## src/rtl/data_collector_if.sv

```systemverilog
// data_collector_if: four-channel valid/ready producer side plus one tagged output stream.
`default_nettype none

interface data_collector_if #(
  parameter int WIDTH = 8
);
  logic               enable;
  logic [3:0]         in_valid;
  logic [4*WIDTH-1:0] in_data;
  logic [3:0]         in_ready;
  logic               out_valid;
  logic [WIDTH-1:0]   out_data;
  logic [1:0]         out_sel;
  logic               out_ready;

  // Driver side: producers, consumer and enable control
  modport master (
    output enable, in_valid, in_data, out_ready,
    input  in_ready, out_valid, out_data, out_sel
  );

  // Collector side
  modport slave (
    input  enable, in_valid, in_data, out_ready,
    output in_ready, out_valid, out_data, out_sel
  );
endinterface

`default_nettype wire

```

## src/rtl/data_collector.sv

```systemverilog
// data_collector: 4-to-1 round-robin merge with a single registered output stage.
// Define DATA_COLLECTOR_FIXED_PRIO_EN for fixed priority (channel 0 highest).
`default_nettype none

module data_collector #(
  parameter int WIDTH = 8
) (
  input  logic             clk,
  input  logic             rst,
  data_collector_if.slave  bus
);

  logic             r_valid;
  logic [WIDTH-1:0] r_data;
  logic [1:0]       r_sel;
  logic [1:0]       w_start;
  logic [1:0]       w_grant;
  logic [1:0]       w_idx;
  logic             w_found;
  logic             w_load;

`ifdef DATA_COLLECTOR_FIXED_PRIO_EN
  assign w_start = 2'd0;
`else
  logic [1:0] r_ptr;
  assign w_start = r_ptr;
`endif

  // First valid channel starting from w_start, wrapping mod 4
  always_comb begin
    w_grant = 2'd0;
    w_found = 1'b0;
    w_idx   = 2'd0;
    for (int k = 0; k < 4; k++) begin
      w_idx = w_start + 2'(k);
      if (!w_found && bus.in_valid[w_idx]) begin
        w_grant = w_idx;
        w_found = 1'b1;
      end
    end
  end

  assign w_load       = bus.enable && (!r_valid || bus.out_ready) && w_found;
  assign bus.in_ready = w_load ? (4'b0001 << w_grant) : 4'b0000;

  always_ff @(posedge clk or posedge rst) begin
    if (rst) begin
      r_valid <= 1'b0;
      r_data  <= '0;
      r_sel   <= 2'd0;
    end else if (w_load) begin
      r_valid <= 1'b1;
      r_data  <= bus.in_data[int'(w_grant)*WIDTH +: WIDTH];
      r_sel   <= w_grant;
    end else if (bus.out_ready) begin
      r_valid <= 1'b0;
    end
  end

`ifndef DATA_COLLECTOR_FIXED_PRIO_EN
  // Pointer moves just past the winner, so it has lowest priority next time
  always_ff @(posedge clk or posedge rst) begin
    if (rst) begin
      r_ptr <= 2'd0;
    end else if (w_load) begin
      r_ptr <= w_grant + 2'd1;
    end
  end
`endif

  assign bus.out_valid = r_valid;
  assign bus.out_data  = r_data;
  assign bus.out_sel   = r_sel;

endmodule

`default_nettype wire

```

## src/flat_wrapper.sv

```systemverilog
// flat-port wrapper written by rule: the top's interface ports become plain ports
module data_collector_flat 
#(
  parameter int WIDTH = 8
)
  (clk, rst, bus_enable, bus_in_valid, bus_in_data, bus_out_ready, bus_in_ready, bus_out_valid, bus_out_data, bus_out_sel);
  data_collector_if #(.WIDTH(WIDTH)) bus_i ();
  input  logic clk;
  input  logic rst;
  input wire logic [$bits(bus_i.enable)-1:0] bus_enable;
  input wire logic [$bits(bus_i.in_valid)-1:0] bus_in_valid;
  input wire logic [$bits(bus_i.in_data)-1:0] bus_in_data;
  input wire logic [$bits(bus_i.out_ready)-1:0] bus_out_ready;
  output wire logic [$bits(bus_i.in_ready)-1:0] bus_in_ready;
  output wire logic [$bits(bus_i.out_valid)-1:0] bus_out_valid;
  output wire logic [$bits(bus_i.out_data)-1:0] bus_out_data;
  output wire logic [$bits(bus_i.out_sel)-1:0] bus_out_sel;
  assign bus_i.enable = bus_enable;
  assign bus_i.in_valid = bus_in_valid;
  assign bus_i.in_data = bus_in_data;
  assign bus_i.out_ready = bus_out_ready;
  assign bus_in_ready = bus_i.in_ready;
  assign bus_out_valid = bus_i.out_valid;
  assign bus_out_data = bus_i.out_data;
  assign bus_out_sel = bus_i.out_sel;
  data_collector #(.WIDTH(WIDTH)) u_core (.clk(clk), .rst(rst), .bus(bus_i));
endmodule
```

## config.mk

```make
export PLATFORM = sky130hd
export DESIGN_NAME = data_collector_flat
export DESIGN_NICKNAME = d
export VERILOG_FILES = /design/src/rtl/data_collector_if.sv /design/src/rtl/data_collector.sv /design/src/flat_wrapper.sv
export SDC_FILE = /design/constraint.sdc
export NUM_CORES = 1
export LEC_CHECK = 0
export ABC_AREA = 1
export CORE_MARGIN = 4
export CORE_UTILIZATION = 41
export DETAILED_ROUTE_END_ITERATION = 7
export GPL_ROUTABILITY_DRIVEN = 0
export PLACE_DENSITY = 0.8
export SETUP_SLACK_MARGIN = 0.05
export SYNTH_ARGS = -nofsm -noshare
export SYNTH_HDL_FRONTEND = slang
export SYNTH_SLANG_ARGS = --single-unit
export TNS_END_PERCENT = 100
```

## constraint.sdc

```tcl
create_clock -name clk -period 3.8 [get_ports clk]
set_clock_uncertainty 0.1 [all_clocks]
set_input_delay 1.14 -clock clk [delete_from_list [all_inputs] [get_ports clk]]
set_output_delay 1.14 -clock clk [all_outputs]
set_load 0.02 [all_outputs]
```

==> out/metrics.yaml <==
hold_depth: 2
synth.top_cells.by_area: "nand2_1 (32%), dfrtp_1 (27%), nand3_1 (9.6%)"
yosysTopAreaCell: "nand2_1"
antenna_found_initial: 0
rsz0062_at_grt: "yes"
synth.most_common_cell: "nand2_1"
finalSetupViolCount: 0
critPathCaptureType: "output port"
htree_levels: 1
finalCritPeriodShare_pct: 97.8
drc: 0
seqPwrFrac_pct: 12.4
rr_worst_depth: 17
worstMarginPinSlew_ns: 0.491
dr.pass1.iters: 4
combPwrFrac_pct: 83.2
fp.dieH_um: 62.1
vias: 1445
status: "completed"
wirelength_um: 3470
ys_warn_count: 0
synth-async-reset-ratio_pct: 100
setup_ws_ns: 0.0830
crit_path_start_kind: "primary input"
drive_gt1_share_pct: 29.3
wl_per_cell_um: 11.7
hold_buffers: 0
grt_pass1_wl_um: 5290
pwr-share-clk_pct: 4.4
coreArea_um2: 2780
power.density_nw_per_um2: 1010
via_per_inst: 4.87
insertedDiodeCount: 0
relSlewSlack_pct: 67.2
die_x_um: 62.1
fp.dieArea_um2: 3860
initial_core_util_pct: 43.1
hold_viol: 0
dpl.hpwl_um: 2620
seq_area_um2: 325
p_leak_nw: 1.04
cts_sinks: 13
cap_violations: 0
ys_seq_area_share_pct: 27.1
critical_path_required_ns: 2.56
nNetsFinal: 307
grt_overflow: 0
clock_latency_ns: 0.27
critical_path_class: "in -> out"
arrival_ns: 2.48
synth_edf_count: 0
cts_tree: "done"
grt_start_max_net_pins: 17
syn_area_um2: 1200
p_int_w: 0.000917
timing.fmax_mhz: 269
ys_ff_latch: 13
track_usage_pct: 18.2
clock-root-buffer: "clkbuf_4"
rows: 19
num_io_pins: 55
ant_nets: 0
syn_nets: 235
synthFlopType: "dfrtp_1"
clk_path_buf_depth: 2
syn_avg_cell_area_um2: 6.15
power_switching_share_pct: 53.7
grt_pass1_vias: 1259
slew_violations: 0
fillers: 259
synth.top_cells.by_count: "nand2_1 (102), nand3_1 (23), dfrtp_1 (13), nand2_2 (13), inv_1 (11)"
multi_input_area_um2: 843
hold_path.class: "reg -> reg"
fin_util_pct: 70.6
ir_drop_v: 0.000796
pre_cts_ws_ns: -0.741
switchingPower_w: 0.00106
drtIter0Drc: 57
io_buffers: 54
cts_buffers: 3
post-route-min-period_ns: 3.72
area_growth_pct: 63.6
syn_inst: 195
yosys.area.top_type_share_pct: 31.9
yosys.cell_types.count: 21
crit_fanout: 5
path_clk_slew_ns: 0.08
metal layers:
layer  up-vias  part of all wire [%]  GRT usage (%)
met5         -                     0              0
met4         0                  0.46           2.73
met3         2                   8.8           6.20
met2        51                    51           32.8
met1       651                    40           21.1
li1        741                     -              -
critical path, stage by stage:
cell and delay, ns:
dlygate4sd2_1 0.24, inv_1 0.08, nand2_1 0.05, nand2_1 0.05, nand2_1 0.07, nand2_2 0.10, nor2_4 0.05, nand2_1 0.07
nand3_2 0.10, nor2_4 0.16, inv_2 0.09, nand2_2 0.08, inv_1 0.04, buf_4 0.15
flip-flops by register name, summed over array words and instances, names as in the netlist:
name / cells
u_core.bus.out_valid: 1
u_core.r_ptr: 2
u_core.bus.out_sel: 2
u_core.bus.out_data: 8
cells by family (layout without fill, tap and decap cells):
logic type      count (synthesis)  after routing  synth area share [%]
compound gates                  5              5                  3.02
buf+inv                        22             93                  10.8
flops                          13             13                  27.1
simple gates                  155            155                  59.0
worst paths after layout:
check / startpoint / endpoint / slack (ns)
min: u_core.bus.out_data[5] / u_core.bus.out_data[5] / 0.38
max: bus_in_valid[0] / bus_in_ready[2] / 0.08
min in group asynchronous: rst / u_core.bus.out_sel[0] / 1.08
max reg2reg: u_core.r_ptr[0] / u_core.bus.out_data[2] / 1.61
min reg2reg: u_core.bus.out_data[5] / u_core.bus.out_data[5] / 0.38
max in group asynchronous: rst / u_core.bus.out_data[1] / 2.18
timing repair:
item | 4_1_cts | 5_1_grt
setup buffers | 4 | 2
gates resized for setup | 48 | 11
pin swaps | 18 | 16
endpoints found under the setup margin | 4 | 4
gates cloned | 0 | 0
power groups by stage:
stage	clock network, W	logic, W	registers, W
floorplan	0	0.000994	0.000309
global placement	0	0.00145	0.000247
detailed placement	0	0.00147	0.000249
CTS	0.0000873	0.00161	0.000247
global route	0.0000946	0.00183	0.000252
finish	0.0000864	0.00165	0.000246
cells in the final DEF (no fill, tap or decap), types with 2 or more instances in the layout:
master           Yosys  routed
inv_2                3       8
clkdlybuf4s50_1      0      46
buf_4                3      22
clkbuf_4             0       3
nor2_1               6       2
inv_1               11       6
clkbuf_2             0       2
nand2_2             13      18
nand2_1            102      96
nand3_4              0       2
nor2_4               2       7
nand2_4              4       5
nand3_1             23      19
o21ai_0              2       2
nand3_2              2       4
dfrtp_1             13      13
area by class of cell:
| class | instances | share of cell area [%] |
|---|---|---|
| timing repair buffer | 74 | 34.2 |
| multi-input combinational | 160 | 43.0 |
| inverter | 15 | 3.00 |
| sequential | 13 | 16.6 |
| tap | 31 | 1.98 |
| clock buffer | 4 | 1.34 |
stage by stage:
stage	std cells	cell area, µm²	power [W]	setup TNS [ns]	hold WS (ns)
final	297	1960	0.00198	0	0.377
after global routing	297	1960	0.00218	0	0.409
after CTS	295	1940	0.00195	0	0.383
after detailed placement	287	1810	0.00172	-2.88	0.366
after global placement	287	1810	0.00169	-2.73	0.365
after floorplan	195	1200	0.00130	0	0.485
No activity file was read; power rests on OpenSTA's default activity.
